### config.mk
export PLATFORM = sky130hd
export DESIGN_NAME = mtm_alu_serializer
export DESIGN_NICKNAME = d
export VERILOG_FILES = /design/src/rtl/mtm_alu_serializer.sv
export SDC_FILE = /design/constraint.sdc
export NUM_CORES = 1
export LEC_CHECK = 0
export CORE_MARGIN = 5
export CORE_UTILIZATION = 54
export DETAILED_ROUTE_END_ITERATION = 12
export GPL_ROUTABILITY_DRIVEN = 0
export PLACE_DENSITY_LB_ADDON = 0.08
export SLEW_MARGIN = 15
export SYNTH_ARGS = -nofsm -noshare
export SYNTH_HDL_FRONTEND = slang
export SYNTH_SLANG_ARGS = --single-unit
### constraint.sdc
create_clock -name clk -period 3.75 [get_ports clk]
set_clock_uncertainty 0.2 [all_clocks]
set_input_delay 0.375 -clock clk [delete_from_list [all_inputs] [get_ports clk]]
set_output_delay 0.375 -clock clk [all_outputs]
set_load 0.05 [all_outputs]
### src/rtl/mtm_alu_serializer.sv
// mtm_alu_serializer: encodes one (A, B, op) request into the 9-packet
// mtm_Alu serial frame and shifts it out on sin, one bit per clock.
// Each packet is start(0), type, 8 payload bits MSB first, stop(1).
// The frame carries B bytes, then A bytes, then the cmd packet {0, op, crc4}.
module mtm_alu_serializer #(
  parameter int GAP_CYCLES = 0
) (
  input  logic        clk,
  input  logic        rst,
  input  logic        req_valid,
  output logic        req_ready,
  input  logic [31:0] a_i,
  input  logic [31:0] b_i,
  input  logic [2:0]  op_i,
  input  logic        crc_err_i,
  output logic        sin,
  output logic        busy,
  output logic        done
);

  typedef enum logic [2:0] {IDLE, START, TYPE, DATA, STOP, GAP, DONE} state_t;

  // Reload value for the gap counter; the GAP state lasts GAP_LAST+1 cycles.
  localparam logic [3:0] GAP_LAST = 4'(GAP_CYCLES - 1);

  state_t      state_q, state_d;
  logic [3:0]  pkt_q, pkt_d;
  logic [2:0]  bit_q, bit_d;
  logic [3:0]  gap_q, gap_d;
  logic        sin_q, sin_d;
  logic        busy_q, busy_d;
  logic        done_q, done_d;
  logic        ready_q, ready_d;

  logic [31:0] a_q, a_d;
  logic [31:0] b_q, b_d;
  logic [2:0]  op_q, op_d;
  logic        err_q, err_d;

  logic        accept;
  logic [3:0]  crc;
  logic [7:0]  byte_cur;
  logic [2:0]  bit_nx;

  // CRC4, polynomial x^4+x+1, init 0, MSB first over {B, A, 1, op}.
  function automatic logic [3:0] crc4(input logic [67:0] s);
    logic [3:0] c;
    logic       fb;
    c = '0;
    for (int i = 67; i >= 0; i--) begin
      fb = c[3] ^ s[i];
      c  = {c[2], c[1], c[0] ^ fb, fb};
    end
    return c;
  endfunction

  assign accept    = req_valid & ready_q;
  assign crc       = crc4({b_q, a_q, 1'b1, op_q}) ^ {4{err_q}};
  assign bit_nx    = bit_q - 3'd1;
  assign sin       = sin_q;
  assign busy      = busy_q;
  assign done      = done_q;
  assign req_ready = ready_q;

  // Payload byte of the packet currently on the line.
  always_comb begin
    byte_cur = 8'hFF;
    case (pkt_q)
      4'd0:    byte_cur = b_q[31:24];
      4'd1:    byte_cur = b_q[23:16];
      4'd2:    byte_cur = b_q[15:8];
      4'd3:    byte_cur = b_q[7:0];
      4'd4:    byte_cur = a_q[31:24];
      4'd5:    byte_cur = a_q[23:16];
      4'd6:    byte_cur = a_q[15:8];
      4'd7:    byte_cur = a_q[7:0];
      4'd8:    byte_cur = {1'b0, op_q, crc};
      default: byte_cur = 8'hFF;
    endcase
  end

  // Next-state logic; sin_d is the bit the line carries in the next state.
  always_comb begin
    state_d = state_q;
    pkt_d   = pkt_q;
    bit_d   = bit_q;
    gap_d   = gap_q;
    sin_d   = sin_q;
    busy_d  = busy_q;
    done_d  = 1'b0;
    ready_d = ready_q;
    a_d     = a_q;
    b_d     = b_q;
    op_d    = op_q;
    err_d   = err_q;
    case (state_q)
      IDLE: begin
        sin_d   = 1'b1;
        busy_d  = 1'b0;
        ready_d = 1'b1;
        if (accept) begin
          state_d = START;
          sin_d   = 1'b0;
          busy_d  = 1'b1;
          ready_d = 1'b0;
          pkt_d   = '0;
          bit_d   = '0;
          gap_d   = '0;
          a_d     = a_i;
          b_d     = b_i;
          op_d    = op_i;
          err_d   = crc_err_i;
        end
      end
      START: begin
        state_d = TYPE;
        sin_d   = (pkt_q == 4'd8);
      end
      TYPE: begin
        state_d = DATA;
        bit_d   = 3'd7;
        sin_d   = byte_cur[7];
      end
      DATA: begin
        if (bit_q != 3'd0) begin
          bit_d = bit_nx;
          sin_d = byte_cur[bit_nx];
        end else begin
          state_d = STOP;
          sin_d   = 1'b1;
        end
      end
      STOP: begin
        pkt_d = (pkt_q >= 4'd9) ? 4'd9 : pkt_q + 4'd1;
        if (pkt_q < 4'd8) begin
          if (GAP_CYCLES > 0) begin
            state_d = GAP;
            sin_d   = 1'b1;
            gap_d   = GAP_LAST;
          end else begin
            state_d = START;
            sin_d   = 1'b0;
          end
        end else begin
          state_d = DONE;
          sin_d   = 1'b1;
          done_d  = 1'b1;
        end
      end
      GAP: begin
        sin_d = 1'b1;
        if (gap_q == 4'd0) begin
          state_d = START;
          sin_d   = 1'b0;
        end else begin
          gap_d = gap_q - 4'd1;
        end
      end
      DONE: begin
        state_d = IDLE;
        sin_d   = 1'b1;
        busy_d  = 1'b0;
        ready_d = 1'b1;
        pkt_d   = '0;
      end
      default: begin
        state_d = IDLE;
        sin_d   = 1'b1;
        busy_d  = 1'b0;
        ready_d = 1'b1;
      end
    endcase
  end

  // Control state and registered outputs; reset forces the line idle at once.
  always_ff @(posedge clk or posedge rst) begin
    if (rst) begin
      state_q <= IDLE;
      pkt_q   <= '0;
      bit_q   <= '0;
      gap_q   <= '0;
      sin_q   <= 1'b1;
      busy_q  <= 1'b0;
      done_q  <= 1'b0;
      ready_q <= 1'b1;
    end else begin
      state_q <= state_d;
      pkt_q   <= pkt_d;
      bit_q   <= bit_d;
      gap_q   <= gap_d;
      sin_q   <= sin_d;
      busy_q  <= busy_d;
      done_q  <= done_d;
      ready_q <= ready_d;
    end
  end

  // Request operands; only loaded on an accepted handshake.
  always_ff @(posedge clk) begin
    a_q   <= a_d;
    b_q   <= b_d;
    op_q  <= op_d;
    err_q <= err_d;
  end

endmodule

Word level (Yosys, flattened, before mapping)
Cells that the tools add are included.

storage, ports and cells
  word-level logic and storage cells = 209
  flip-flop bits (word level) = 86

operators by class
  reductions and logical operators = 13
  order comparisons = 3
  add/sub/neg operators = 3
  bitwise gates (word level) = 134
  equal/unequal tests = 19
  mux-type cells = 25

operators by type and width
  cell                                                         count
  XOR 1 bit                                                    131
  one-hot mux 8 bit (9 select lines)                           1
  2-to-1 mux 3 bit                                             6
  one-hot mux 3 bit (6 select lines)                           1
  equality test 4 x 3 -> 1 bit (second input constant)         4
  2-to-1 mux 4 bit                                             3
  one-hot mux 4 bit (3 select lines)                           1
  != test 2 bit (second input constant)                        5
  equality test 3 bit (second input constant)                  3
  one-hot mux 3 bit (3 select lines)                           1
  AND reduction 3 bit                                          3
  nonzero test 3 bit                                           3
  equality test 4 x 2 -> 1 bit (second input constant)         2
  zero test 4 bit                                              2
  one-hot mux 4 bit (2 select lines)                           1
  2-to-1 mux 1 bit                                             7
  equality test 3 x 2 -> 1 bit (second input constant)         2
  one-hot mux 1 bit (6 select lines)                           1
  OR reduction 5 bit                                           1
  adder 4 x 1 -> 4 bit (second input constant)                 1
  equality test 4 x 1 -> 1 bit (second input constant)         1
  equality test 4 bit (second input constant)                  1
  greater-or-equal comparator 4 bit (second input constant)    1
  less-than comparator 3 x 4 -> 1 bit (second input constant)  1
  other kinds (12)                                             14

Longest topological paths before layout
  word-level depth = 51
  depth in mapped cells = 12
  mapped depth without buffers = 11

Least setup slack after synthesis
No wires, ideal clock.

  path type = flip-flop to flip-flop
  start = reg ready_q (netlist: req_ready)
  end = reg pkt_q[2]
  buffers on the path = 1
  stages on the path, launching flop included = 8
  library setup time = 0.137 ns
  data arrival time = 3.235 ns
  setup slack = 0.178 ns
  required time = 3.413 ns
  period minus slack after synthesis = 3.572 ns
  path through = dfstp_2 nand2_1 or4_1 clkbuf_1 inv_1 a21oi_1 o21ai_0 o21ai_0

between the ends
  longest elaborated chain between the ends = 3

ends and longest elaborated chain
  item                                  line  text
  start, declared                       33    logic ready_q, ready_d;
  start signal, assigned                194   ready_q <= ready_d;
  bitwise AND 1 bit                     57    assign accept = req_valid & ready_q;
  != test 2 bit (no source line)        --
  AND reduction 2 bit (no source line)  --
  end signal, assigned                  188   pkt_q <= pkt_d;
  end, declared                         27    logic [3:0] pkt_q, pkt_d;

No other way between the ends.
A chain may end at the register's enable or synchronous reset.

Worst setup path in the final report
  start = reg b_q[18]
  end = reg sin_q (netlist: sin)

between the ends
  longest elaborated chain between the ends = 44
  elaborated cells between the ends (all ways) = 112
  classes of those cells = mux: 5; bitwise: 107

ends and longest elaborated chain
  item                                      line  text
  start, declared                           36    logic [31:0] b_q, b_d;
  start signal, assigned                    201   b_q <= b_d;
  XOR 1 bit                                 51    fb = c[3] ^ s[i];
  XOR 1 bit                                 52    c = {c[2], c[1], c[0] ^ fb, fb};
  XOR 1 bit                                 51
  XOR 1 bit                                 52
  XOR 1 bit                                 51
  XOR 1 bit                                 52
  XOR 1 bit                                 51
  XOR 1 bit                                 52
  [29 not listed]                           --
  XOR 1 bit                                 52
  XOR 4 bit                                 58    assign crc = crc4({b_q, a_q, 1'b1, op_q}) ^ {4{err_q}};
  one-hot mux 8 bit (9 select lines) *      68    case (pkt_q)
  binary-select mux 1 bit (select 3 bit) *  127   sin_d = byte_cur[bit_nx];
  2-to-1 mux 1 bit (not written as such) *  127
  2-to-1 mux 1 bit *                        125   if (bit_q != 3'd0) begin
  one-hot mux 1 bit (6 select lines) *      96    case (state_q)
  named net sin_d                           30    logic sin_q, sin_d;
  end signal, assigned                      191   sin_q <= sin_d;
  end, declared                             30

The timed path passes the listed nets; every way through them passes the cells marked *. The select of a mux whose other input is x is not followed.

==> summary.md <==
| Metric | Value |
|---|---|
| Number of global-route vias before repair | `3388` |
| First-pass GRT wire length | `17.9 mm` |
| Critical path type | `register to register` |
| Final setup fails | `0` |
| Port-buffer cells | `74` |
| First drt pass iteration count | `5` |
| # nets final | `between 500 and 600` |
| Layout cells sized above 1 | `about 8%` |
| Detailed Place HPWL | `8.68 mm` |
| DR iter-0 viols | `about 330` |
| CP endpoint kind | `register` |
| Fin Setup TNS | `0 ps` |
| CTS Sinks | `86` |
| Root buffer cell | `clkbuf_8` |
| DIE WIDTH | `105 um` |
| Synthesized Nets | `460` |
| Hold Buf Count CTS | `0` |
| Number of buffers added for setup after CTS | `0` |
| Initial antenna violation count | `0` |
| Pleak | `2.22 nW` |
| Number of synthesized register bits | `86` |
| WP data required | `3830 ps` |
| Kind of start point of the critical path | `register` |
| Worst Tran Pin Value | `a little under 700 ps` |
| Vias | `between 3000 and 4000` |
| RSZ-0062 raised after global routing | `no` |
| Sequential area share after synthesis | `approximately 51%` |
| R2R depth | `9` |
| Starting density of the core | `a little under three fifths` |
| Peak supply drop | `between 0.2 and 0.3 mV` |
| CTS tree | `done` |
| EDFF count, synth | `about 70` |
| Worst Hold Class | `input port to asynchronous set/reset pin` |
| CTS HTree Levels | `3` |
| Fmax | `between 200 and 300 MHz` |
| Die Area | `11000 um2` |
| Mapped cell area | `between 4000 and 5000 um2` |
| Max-Cap Viols | `0` |
| Syn Area/Cell | `12.8 um2` |
| Core area | `~8800 um2` |
| Synth unique cells | `50` |
| Synth warn | `0` |
| Placed instance count | `roughly 550` |
| Post-layout min period | `around 3500 ps` |
| Critical path arrival | `3550 ps` |
| Vias/cell | `5.82` |
| Outcome | `finished clean` |
| Clock Path Buffers | `2` |
| DRC | `0` |
| Slew Viols, Final | `0` |
| Largest net degree at the start of global routing | `45` |
| Worst-path fanout max | `3` |
| Worst-Skew Late Latency | `370 ps` |
| Gr usage total | `21.0%` |
| Fin. Hold Viols | `0` |
| Top FF cell, synth | `edfxtp_1` |
| FFs w/ async S/R, synth | `20.9%` |
| Total gr overflow | `0` |
| Clock Pin Slew Worst Setup and Hold Paths | `about 100 ps` |
| CTS Buf Count | `9` |
| DR WL/cell | `19.9 um` |
| Layout area overhead | `22.0%` |
| Diode count | `0` |
| Die height | `105 um` |
| Final clock period utilization by the worst path | `92.6%` |
| Syn Inst Count | `381` |
| Slew headroom | `53.7%` |
| Final ANT Viol Nets | `0` |
| Total Routed Length | `11.3 mm` |
| Post-route insts no fill | `570` |
| # resized after CTS | `0` |
| Std cell rows | `34` |
| Power Dens Cells | `between 600 and 700 nW/um2` |
| # IOs | `75` |
==> worst paths after layout <==
check / end / startpoint / slack, ps
setup / recovery: sin / b_q[18] / 280
hold / removal: bit_q[1] / rst / 210
setup reg to reg: sin / b_q[18] / 280
hold reg to reg: req_ready / req_ready / 300
max in group asynchronous: pkt_q[2] / rst / 2700
min in group clk: req_ready / req_ready / 300
==> synthesized netlist by cell type, types with 3 or more instances <==
cell type | count | area share [%]
inv_1 | 14 | 1.1
xnor2_1 | 65 | 12
buf_1 | 3 | 0.23
edfxtp_1 | 68 | 42
mux2_2 | 5 | 1.2
xnor3_1 | 17 | 7.9
o21ai_0 | 17 | 1.7
dfrtp_1 | 16 | 8.2
nand3_1 | 6 | 0.62
a221oi_1 | 6 | 1.1
mux2i_1 | 4 | 0.82
nor2b_1 | 6 | 0.77
ha_1 | 8 | 2.1
clkbuf_1 | 12 | 0.92
a21oi_1 | 19 | 2.0
a22oi_1 | 15 | 2.3
nand2_1 | 18 | 1.4
xor2_1 | 14 | 2.5
nor2_1 | 17 | 1.3
nor3_1 | 4 | 0.41
a22o_1 | 4 | 0.72
==> per-stage QoR <==
step | power [mW] | hold WS (ps) | worst slack, ps | instance area [um2] | utilization, %
floorplan | 2.56 | 112 | 178 | 4870 | -
global placement | 2.91 | 279 | 411 | 5740 | 65.5
detailed placement | 2.94 | 292 | 326 | 5740 | 65.5
CTS | 3.63 | 223 | 294 | 5940 | 67.8
global route | 3.83 | 290 | 199 | 5940 | 67.8
finish | 3.62 | 210 | 277 | 5940 | 67.8
==> cell usage in the layout, fill, tap and decap left out, types with 3 or more instances in the layout <==
| cell | instances |
|---|---|
| clkdlybuf4s50_1 | 74 |
| edfxtp_1 | 68 |
| xnor2_1 | 65 |
| a21oi_1 | 19 |
| nand2_1 | 18 |
| nor2_1 | 17 |
| o21ai_0 | 17 |
| xnor3_1 | 17 |
| dfrtp_1 | 16 |
| a22oi_1 | 15 |
| xor2_1 | 14 |
| inv_1 | 13 |
| clkbuf_8 | 9 |
| ha_1 | 8 |
| nor2b_1 | 6 |
| nand3_1 | 6 |
| a221oi_1 | 6 |
| buf_4 | 6 |
| mux2_2 | 5 |
| nor3_1 | 4 |
| mux2i_1 | 4 |
| a22o_1 | 4 |
| clkinv_4 | 3 |
==> worst max-delay path, stage by stage, from the launching register on <==
cell	delay [ps]
edfxtp_1	460
xnor2_1	300
xnor3_1	480
xor3_2	430
xnor3_2	490
xnor2_4	210
xnor3_1	320
a221o_1	310
o211ai_2	60
o211ai_1	120
==> layer usage <==
metal	up-vias	wire length [um]	GRT usage [%]	part of all wire, %
met5	-	0	0	0
met4	0	293	7.95	2.6
met3	22	1010	4.99	8.9
met2	175	5210	31.9	46
met1	1579	4810	29.4	42
li1	1542	-	-	-
==> power by group <==
group	leakage [nW]	total (mW)	internal, mW	switching, mW
clock network	0.106	0.674	0.317	0.357
registers	0.832	1.30	1.15	0.152
logic	1.29	1.65	0.877	0.771
==> kinds of logic after synthesis <==
family | Yosys count | share of synthesized area, %
DFF | 86 | 51.2
xor gates and xnor gates | 101 | 24.4
adders and majority gates | 8 | 2.05
buffers and inverters | 29 | 2.23
and+or+nand+nor | 63 | 6.14
AOI/OAI and AO/OA | 85 | 11.9
muxes | 9 | 1.98
==> registers in the layout, indices dropped and copies added (netlist names) <==
name       cells
op_q           3
gap_q          4
done           1
a_q           32
req_ready      1
err_q          1
b_q           32
sin            1
state_q        3
bit_q          3
pkt_q          4
busy           1
==> area by class of cell <==
class                           instances  area, um2
Clock buffer                            9        124
Sequential cell                        86       2490
Tap cell                              108        135
Timing Repair Buffer                   80        786
Multi-Input combinational cell        266       2270
Clock inverter                          7       81.3
Fill cell                             650       2820
Inverter                               14       52.6
(Power assumes the default switching activity.)
